==> src/rtl/adder_pipe_pkg.sv <==
// Shared constants and elaboration helpers for the segmented pipelined adder.
package adder_pipe_pkg;

    localparam logic MODE_ADD = 1'b0;
    localparam logic MODE_SUB = 1'b1;

    // Number of pipeline stages; 0 flags an illegal WIDTH/SEG pairing so the
    // top level can refuse to elaborate.
    function automatic int calc_stages(input int width, input int seg);
        if (seg < 1 || width < seg || (width % seg) != 0) begin
            return 0;
        end
        return width / seg;
    endfunction

endpackage

==> src/rtl/adder_pipe_stage.sv <==
// One pipeline stage: adds segment IDX of the operands plus the incoming carry
// and registers the partially built result alongside the remaining operands.
module adder_pipe_stage
    import adder_pipe_pkg::*;
#(
    parameter int SEG   = 32,
    parameter int WIDTH = 64,
    parameter int IDX   = 0
) (
    input  logic             clk,
    input  logic             rst,
    input  logic             i_adv,
    input  logic             i_valid,
    input  logic             i_carry,
    input  logic [WIDTH-1:0] i_x,
    input  logic [WIDTH-1:0] i_y,
    output logic             o_valid,
    output logic             o_carry,
    output logic             o_ovf,
    output logic [WIDTH-1:0] o_x,
    output logic [WIDTH-1:0] o_y
);

    // i_x holds finished sum segments below IDX and unconsumed A segments from
    // IDX upward; i_y carries the (possibly inverted) B operand.
    logic [SEG-1:0]   w_seg_a;
    logic [SEG-1:0]   w_seg_b;
    logic [SEG-1:0]   w_seg_sum;
    logic             w_carry_out;
    logic             w_carry_msb;
    logic [WIDTH-1:0] w_x_next;

    logic             r_valid;
    logic             r_carry;
    logic             r_ovf;
    logic [WIDTH-1:0] r_x;
    logic [WIDTH-1:0] r_y;

    always_comb begin
        w_seg_a = i_x[IDX*SEG +: SEG];
        w_seg_b = i_y[IDX*SEG +: SEG];
        {w_carry_out, w_seg_sum} = {1'b0, w_seg_a} + {1'b0, w_seg_b}
                                 + {{SEG{1'b0}}, i_carry};
        // Carry into the segment MSB, recovered from the sum bit.
        w_carry_msb = w_seg_sum[SEG-1] ^ w_seg_a[SEG-1] ^ w_seg_b[SEG-1];
        w_x_next = i_x;
        w_x_next[IDX*SEG +: SEG] = w_seg_sum;
    end

    always_ff @(posedge clk) begin
        if (rst) begin
            r_valid <= 1'b0;
            r_carry <= 1'b0;
            r_ovf   <= 1'b0;
            r_x     <= '0;
            r_y     <= '0;
        end else if (i_adv) begin
            r_valid <= i_valid;
            r_carry <= w_carry_out;
            r_ovf   <= w_carry_msb ^ w_carry_out;
            r_x     <= w_x_next;
            r_y     <= i_y;
        end
    end

    assign o_valid = r_valid;
    assign o_carry = r_carry;
    assign o_ovf   = r_ovf;
    assign o_x     = r_x;
    assign o_y     = r_y;

endmodule

==> src/rtl/adder_pipe.sv <==
// Pipelined add/subtract unit: WIDTH split into SEG-bit segments, one per stage,
// carry registered between stages, valid/ready flow control with whole-pipe stall.
module adder_pipe
    import adder_pipe_pkg::*;
#(
    parameter int WIDTH = 64,
    parameter int SEG   = 32
) (
    input  logic             clk,
    input  logic             rst,
    input  logic             in_valid,
    output logic             in_ready,
    input  logic [WIDTH-1:0] in_a,
    input  logic [WIDTH-1:0] in_b,
    input  logic             in_cin,
    input  logic             in_sub,
    output logic             out_valid,
    input  logic             out_ready,
    output logic [WIDTH-1:0] out_sum,
    output logic             out_cout,
    output logic             out_ovf,
    output logic             out_zero
);

    localparam int STAGES = calc_stages(WIDTH, SEG);

    generate
        if (STAGES < 1) begin : g_bad_cfg
            $error("adder_pipe: WIDTH must be a positive multiple of SEG");
        end
    endgenerate

    logic             w_adv;
    logic             w_valid [0:STAGES];
    logic             w_carry [0:STAGES];
    logic [WIDTH-1:0] w_x     [0:STAGES];
    logic [WIDTH-1:0] w_y     [0:STAGES];
    logic             w_ovf   [0:STAGES-1];

    // The whole pipe moves together, so an empty output slot frees every stage.
    assign w_adv    = out_ready | ~out_valid;
    assign in_ready = w_adv;

    assign w_valid[0] = in_valid;
    assign w_x[0]     = in_a;
    assign w_y[0]     = (in_sub == MODE_SUB) ? ~in_b : in_b;
    assign w_carry[0] = (in_sub == MODE_ADD) ? in_cin : 1'b1;

    genvar gi;
    generate
        for (gi = 0; gi < STAGES; gi++) begin : g_stage
            adder_pipe_stage #(
                .SEG   (SEG),
                .WIDTH (WIDTH),
                .IDX   (gi)
            ) u_stage (
                .clk     (clk),
                .rst     (rst),
                .i_adv   (w_adv),
                .i_valid (w_valid[gi]),
                .i_carry (w_carry[gi]),
                .i_x     (w_x[gi]),
                .i_y     (w_y[gi]),
                .o_valid (w_valid[gi+1]),
                .o_carry (w_carry[gi+1]),
                .o_ovf   (w_ovf[gi]),
                .o_x     (w_x[gi+1]),
                .o_y     (w_y[gi+1])
            );
        end
    endgenerate

    assign out_valid = w_valid[STAGES];
    assign out_sum   = w_x[STAGES];
    assign out_cout  = w_carry[STAGES];
    assign out_ovf   = w_ovf[STAGES-1];
    // Gated by valid so the cleared (all-zero) reset state does not report zero.
    assign out_zero  = out_valid & ~|out_sum;

endmodule

==> config.mk <==
export PLATFORM = sky130hd
export DESIGN_NAME = adder_pipe
export DESIGN_NICKNAME = d
export VERILOG_FILES = /design/src/rtl/adder_pipe_pkg.sv /design/src/rtl/adder_pipe_stage.sv /design/src/rtl/adder_pipe.sv
export SDC_FILE = /design/constraint.sdc
export NUM_CORES = 1
export LEC_CHECK = 0
export BUFFER_PORTS_ARGS = -buffer_cell sky130_fd_sc_hd__buf_2
export CORE_ASPECT_RATIO = 1.4
export CORE_MARGIN = 2
export CORE_UTILIZATION = 40
export DETAILED_ROUTE_END_ITERATION = 8
export PLACE_DENSITY = 0.68
export SETUP_SLACK_MARGIN = 0.1
export SKIP_CTS_REPAIR_TIMING = 1
export SYNTH_ARGS = -nofsm -noshare
export SYNTH_HDL_FRONTEND = slang
export SYNTH_SLANG_ARGS = --single-unit
==> constraint.sdc <==
create_clock -name clk -period 3.48 [get_ports clk]
set_input_delay 0.174 -clock clk [delete_from_list [all_inputs] [get_ports clk]]
set_output_delay 0.174 -clock clk [all_outputs]
set_load 0.05 [all_outputs]
==> results.json, run 1 <==
{
  "run_status": "finished, violations left",
  "synth_cell_types": 71,
  "grt_max_degree": 128,
  "postRouteAntennaNets": 0,
  "ir_worst_vdd_uv": 258,
  "period_minus_slack_ns": 3.25,
  "layout_common_cells": "nand2_1, buf_2, dfxtp_1",
  "clock_path_buffers": 2,
  "grt_pass1_wl_mm": 44.3,
  "synth_edf_count": 0,
  "worst_pin_slew_ns": 1.02,
  "synth_fa_ha_area_share_pct": 8.87,
  "regToRegSetupSlack_ns": 0.23,
  "finalCritPeriodShare_pct": 93.3,
  "port_buffers": 202,
  "path_class": "register to register",
  "ys_ff_latch": 165,
  "htree_levels": 4,
  "synthMuxAreaShare_pct": 0.104,
  "grt_pass1_vias": 8874,
  "synth_area_sq_um": 9650,
  "wire_per_inst_um": 16.4,
  "final_common_cell": "nand2_1",
  "clock_latency_ns": 0.43,
  "finClkSkew_ns": 0.00556,
  "yosysSeqAreaShare_pct": 34.2,
  "rr_worst_depth": 13,
  "setup_viol": 0,
  "critPathRequiredTime_ns": 3.83,
  "worst_r2r_endpoint": "g_stage[1].u_stage.o_ovf$_SDFFE_PP0P_",
  "timing.fmax_ghz": 0.308,
  "place_hpwl_mm": 21.3,
  "nFillCells": 2425,
  "cts.sinks": 165,
  "synthCells": 1211,
  "die_h_um": 188,
  "maxSlewViolCount": 0,
  "gp_congestion": 0.935,
  "fin_cells": 1725,
  "yosys_warnings": 0,
  "cts_tree": "done",
  "syn_nets": 1411,
  "gr-total-overflow": 0,
  "layout.nets": 1603,
  "fp.dieW_um": 135,
  "diodes": 0,
  "final-hold-violation-count": 2,
  "die-area_sq_um": 25400,
  "synthXorXnorAreaFrac_pct": 10.2,
  "drive_above_1_share_pct": 19.9,
  "numCtsBuffers": 17,
  "maxCapViolCount": 0,
  "power_density_nw_per_um2": 518,
  "io_pins": 203,
  "min_to": "g_stage[0].u_stage.o_x[52]$_SDFFE_PP0P_",
  "syn_avg_cell_area_sq_um": 7.97,
  "dp_cells": 1674,
  "synth_ff_type": "dfxtp_1",
  "min_from": "in_a[52]",
  "maxSlewHeadroom_pct": 32.3,
  "critPathArrivalTime_ns": 3.59,
  "rsz0062_at_grt": "yes",
  "whs_path_depth": 3,
  "synth-compound-area-share_pct": 23.2,
  "grt_antenna_before_repair": 1,
  "fin_tns_setup_ns": 0,
  "drt_iter0_drc": 593,
  "drc": 0,
  "syn_to_final_growth_pct": 21.8,
  "finalWirelength_mm": 28.3,
  "std_cell_rows": 67,
  "synthSimpleGateAreaFrac_pct": 19.1,
  "start_util_pct": 40.5,
  "first_pass_iters": 5,
  "grt_usage_pct": 22.1,
  "cp_max_fo": 4,
  "violations": "hold timing",
  "route.vias.total": 9164,
  "core_area_sq_um": 23800,
  "worstReg2RegStart": "g_stage[0].u_stage.o_y[32]$_SDFFE_PP0P_",
  "hold_class": "primary input to register",
  "cp-end-kind": "register",
  "synth_top_family_by_area": "compound AO/OA/AOI/OAI gates",
  "cts.clk_slew.worst_paths_ns": 0.06,
  "vias_per_cell": 5.31,
  "synthArstFlopShare_pct": 0,
  "cp-start-kind": "register",
  "hold_ws_ns": -0.00672,
  "p_leak_nw": 5.39,
  "cts_root_buffer": "clkbuf_16"
}
[how the worst max path moves through the flow]
stage / startpoint / depth (start not counted) / end / slack, ns
after floorplan: in_sub / 13 / g_stage[0].u_stage.o_x[31]$_SDFFE_PP0P_ / 0.10
after global placement: in_sub / 15 / g_stage[0].u_stage.o_x[26]$_SDFFE_PP0P_ / 0.14
after detailed placement: in_sub / 13 / g_stage[0].u_stage.o_x[27]$_SDFFE_PP0P_ / 0.13
after CTS: g_stage[0].u_stage.o_y[32]$_SDFFE_PP0P_ / 13 / g_stage[1].u_stage.o_ovf$_SDFFE_PP0P_ / 0.18
after global routing: g_stage[0].u_stage.o_y[32]$_SDFFE_PP0P_ / 11 / g_stage[1].u_stage.o_ovf$_SDFFE_PP0P_ / 0.09
final: g_stage[0].u_stage.o_y[32]$_SDFFE_PP0P_ / 13 / g_stage[1].u_stage.o_ovf$_SDFFE_PP0P_ / 0.23
[through the flow]
step | utilization (%) | cell area [sq um] | hold WS, ns | power [mW] | setup slack [ns]
CTS | 48.5 | 11500 | -0.0344 | 6.12 | 0.181
finish | 49.3 | 11700 | -0.00672 | 6.09 | 0.234
detailed placement | 45.9 | 10900 | 0.428 | 4.18 | 0.128
global placement | 45.9 | 10900 | 0.425 | 4.16 | 0.145
floorplan | - | 9650 | 0.314 | 3.63 | 0.103
global route | 49.3 | 11700 | 0.00145 | 6.42 | 0.0927
[cells in the mapped netlist (3+ instances only)]
cell type | instances | area [sq um]
and2_1 | 3 | 18.8
dfxtp_1 | 165 | 3300
or3_1 | 4 | 25.0
and3_1 | 9 | 56.3
a21o_1 | 32 | 240
nor4b_1 | 3 | 26.3
o211ai_1 | 6 | 45.0
xor2_1 | 51 | 447
a31oi_1 | 8 | 50.1
a211oi_1 | 46 | 345
a21boi_0 | 3 | 22.5
a211o_1 | 3 | 26.3
o21a_1 | 7 | 52.6
nand2_1 | 249 | 935
nand3_1 | 21 | 105
a21oi_1 | 164 | 821
o21ai_0 | 28 | 140
o21ai_1 | 4 | 20.0
nand2b_1 | 10 | 62.6
xnor2_1 | 59 | 517
nand4_1 | 10 | 62.6
or4_1 | 4 | 30.0
o21bai_1 | 9 | 67.6
nor3_1 | 9 | 45.0
clkbuf_8 | 4 | 55.1
inv_1 | 21 | 78.8
ha_1 | 62 | 776
clkbuf_1 | 56 | 210
and4_1 | 5 | 43.8
fa_1 | 4 | 80.1
nor2_1 | 69 | 259
nor4_1 | 17 | 106
buf_1 | 4 | 15.0
a21oi_2 | 5 | 43.8
o31ai_1 | 4 | 30.0
buf_2 | 8 | 40.0
[power breakdown]
part           internal [mW]  total [mW]  switching (mW)
sequential              2.12        2.29           0.174
clock                   1.15        1.93           0.778
combinational          0.706        1.87            1.17
total                   3.97        6.09            2.12
[critical path, cell delays in order, from the launching register on]
cell,delay [ns]
dfxtp_1,0.33
fa_1,0.48
inv_1,0.10
fa_1,0.19
and2b_2,0.25
o31ai_4,0.25
a21oi_2,0.13
o31ai_4,0.28
a31oi_1,0.14
nor2_2,0.16
o21ai_1,0.12
a21oi_2,0.18
xnor3_1,0.34
a211oi_2,0.21
[final cells by class]
class	instances	area (sq um)	share of cell area, %
multi-input combinational	951	5950	50.6
clock inverter	11	151	1.29
tap	310	388	3.30
inverter	22	87.6	0.745
sequential	165	3300	28.1
clock buffer	20	447	3.80
timing repair buffer	246	1420	12.1
[routing by layer]
layer  vias up  GRT usage [%]  part of all wire, %
met5         -              0                0.035
met4         2           11.6                  4.5
met3        61           3.11                  4.0
met2       249           40.6                   52
met1      4227           24.3                   39
li1       4625              -                    -
[kinds of logic after synthesis]
logic type | count (synthesis)
AO/OA/AOI/OAI | 351
XOR/XNOR | 111
flip-flops | 165
adder cells (fa/ha/maj) | 66
buffers and inverters | 95
multiplexers | 1
AND/OR/NAND/NOR | 422
[flip-flops by register name, indices dropped and copies added (netlist names)]
name	count
g_stage.u_stage.o_x	128
g_stage.u_stage.o_y	32
g_stage.u_stage.o_carry	2
g_stage.u_stage.o_valid	2
g_stage.u_stage.o_ovf	1
No activity file was read; power rests on OpenSTA's default activity.
==> run 2, diff against run 1 <==
--- a/config.mk
+++ b/config.mk
@@ -6,11 +6,12 @@
 export NUM_CORES = 1
 export LEC_CHECK = 0
 export BUFFER_PORTS_ARGS = -buffer_cell sky130_fd_sc_hd__buf_2
+export CAP_MARGIN = 30
 export CORE_ASPECT_RATIO = 1.4
 export CORE_MARGIN = 2
 export CORE_UTILIZATION = 40
 export DETAILED_ROUTE_END_ITERATION = 8
-export PLACE_DENSITY = 0.68
+export PLACE_DENSITY = 0.66
 export SETUP_SLACK_MARGIN = 0.1
 export SKIP_CTS_REPAIR_TIMING = 1
 export SYNTH_ARGS = -nofsm -noshare
==> constraint.sdc (replaced) <==
create_clock -name clk -period 3.5 [get_ports clk]
set_input_delay 0.175 -clock clk [delete_from_list [all_inputs] [get_ports clk]]
set_output_delay 0.175 -clock clk [all_outputs]
set_load 0.05 [all_outputs]
==> run 2 against run 1 <==
The flow still finishes with violations (hold timing); hold slack got worse by 0.0030 ns; worst setup slack improved by 0.13 ns; core utilization shrank 0.44 points; via count fell by 1.3%; clock skew rose by 0.0038 ns; critical path depth did not move.
==> results.json, run 2 (synthesis results as in run 1) <==
{
  "critPathArrivalTime_ns": 3.49,
  "grt_usage_pct": 22.3,
  "path_cells": "fa_2, inv_1, fa_1, and2b_2, o31ai_4, a21oi_2, o31ai_4, a31oi_1, nor2_2, o21ai_1, a21oi_2, xnor3_1, a211oi_2",
  "htree_levels": 4,
  "clkPwrFrac_pct": 30.6,
  "cts_tree": "done",
  "cp_max_fo": 4,
  "p_int_mw": 3.80,
  "power_mw": 5.93,
  "maxSlewHeadroom_pct": 32.7,
  "core_area_sq_um": 23800,
  "numCtsBuffers": 17,
  "die-area_sq_um": 25400,
  "grt_pass1_vias": 8724,
  "cts_root_buffer": "clkbuf_16",
  "cp_top_family": "compound AO/OA/AOI/OAI gates",
  "io_pins": 203,
  "gr-total-overflow": 0,
  "finalCritPeriodShare_pct": 89.5,
  "grt_pass1_wl_mm": 44.9,
  "hold_class": "primary input to register",
  "period_minus_slack_ns": 3.13,
  "finClkSkew_ns": 0.00936,
  "path_class": "register to register",
  "timing.fmax_ghz": 0.319,
  "std_cell_rows": 67,
  "route.vias.total": 9045,
  "vias_per_cell": 5.27,
  "hold_ws_ns": -0.00971,
  "cp-start-kind": "register",
  "postRouteAntennaNets": 0,
  "grt_antenna_before_repair": 1,
  "first_pass_iters": 5,
  "syn_to_final_growth_pct": 20.7,
  "start_util_pct": 40.5,
  "finalWirelength_mm": 28.1,
  "setup_viol": 0,
  "fin_tns_setup_ns": 0,
  "share_comb_of_total_power_pct": 31.1,
  "cts.sinks": 165,
  "rsz0062_at_grt": "no",
  "power_density_nw_per_um2": 510,
  "cts.clk_slew.worst_paths_ns": 0.07,
  "worst_pin_slew_ns": 1.01,
  "sequentialPowerShare_pct": 38.4,
  "drc": 0,
  "violations": "hold timing",
  "run_status": "finished, violations left",
  "maxSlewViolCount": 0,
  "gp_congestion": 0.911,
  "critPathRequiredTime_ns": 3.86,
  "clock_latency_ns": 0.44,
  "maxCapViolCount": 0,
  "wire_per_inst_um": 16.4,
  "die_h_um": 188,
  "fp.dieW_um": 135,
  "p_leak_nw": 5.33,
  "drive_above_1_share_pct": 19.6,
  "final-hold-violation-count": 6,
  "grt_max_degree": 137,
  "port_buffers": 202,
  "ir_worst_vdd_uv": 347,
  "power.switching_mw": 2.13,
  "place_hpwl_mm": 20.7,
  "cp_slowest_cell": "fa_2",
  "slowest_delay_ns": 0.42,
  "largest_reg_flops": 128,
  "path_buf_inv": 1,
  "layout_common_cells": "nand2_1, buf_2, dfxtp_1",
  "final_common_cell": "nand2_1",
  "p_sw_share_pct": 36.0,
  "layout.nets": 1591,
  "clock_path_buffers": 2,
  "cp-end-kind": "register",
  "drt_iter0_drc": 558
}
-- run 2: power groups by stage --
| stage | combinational [mW] | clock (mW) | sequential, mW |
|---|---|---|---|
| 2_1_floorplan | 1.03 | 0 | 2.58 |
| 6_report | 1.84 | 1.82 | 2.28 |
| 3_3_place_gp | 1.81 | 0 | 2.31 |
| 4_1_cts | 1.83 | 1.85 | 2.28 |
| 3_5_place_dp | 1.82 | 0 | 2.32 |
| 5_1_grt | 2.02 | 1.92 | 2.30 |
-- run 2: per-layer routing --
layer / vias up / routed length [um] / track usage, %
met3: 56 / 1190 / 3.46
li1: 4602 / - / -
met2: 240 / 14400 / 39.8
met5: - / 0 / 0
met1: 4147 / 11400 / 25.7
met4: 0 / 1160 / 10.5
-- run 2: final cells by class --
type	instances	area, sq um
repair buffers	234	1340
clock buffers	19	443
well taps	310	388
clock inverters	13	126
inverters	22	87.6
multi-input cells	951	5950
diodes	1	2.50
fillers	2379	12200
flip-flops and latches	165	3300
-- run 2: worst paths after layout --
check        cells after the start                                     from                                 endpoint  slack (ns)
max reg2reg                     13  g_stage[0].u_stage.o_y[32]$_SDFFE_PP0P_    g_stage[1].u_stage.o_ovf$_SDFFE_PP0P_        0.37
min reg2reg                      2   g_stage[0].u_stage.o_x[5]$_SDFFE_PP0P_   g_stage[0].u_stage.o_x[5]$_SDFFE_PP0P_        0.45
max                             13  g_stage[0].u_stage.o_y[32]$_SDFFE_PP0P_    g_stage[1].u_stage.o_ovf$_SDFFE_PP0P_        0.37
min                              3                                 in_a[54]  g_stage[0].u_stage.o_x[54]$_SDFFE_PP0P_       -0.01
-- run 2: stage by stage --
step | worst slack (ns) | hold WS (ns) | cells | area [sq um] | util, %
final | 0.367 | -0.00971 | 1715 | 11600 | 48.9
after CTS | 0.236 | -0.0344 | 1696 | 11400 | 48.1
after detailed placement | 0.0298 | 0.425 | 1664 | 10900 | 45.7
after global placement | 0.145 | 0.426 | 1664 | 10900 | 45.7
after global routing | 0.162 | 0.000243 | 1714 | 11600 | 48.9
after floorplan | 0.122 | 0.315 | 1211 | 9650 | -
-- run 2: worst min-delay path, cell delays in order --
cell and delay (ns):
buf_2 0.10, nand2_1 0.04, a21oi_1 0.05
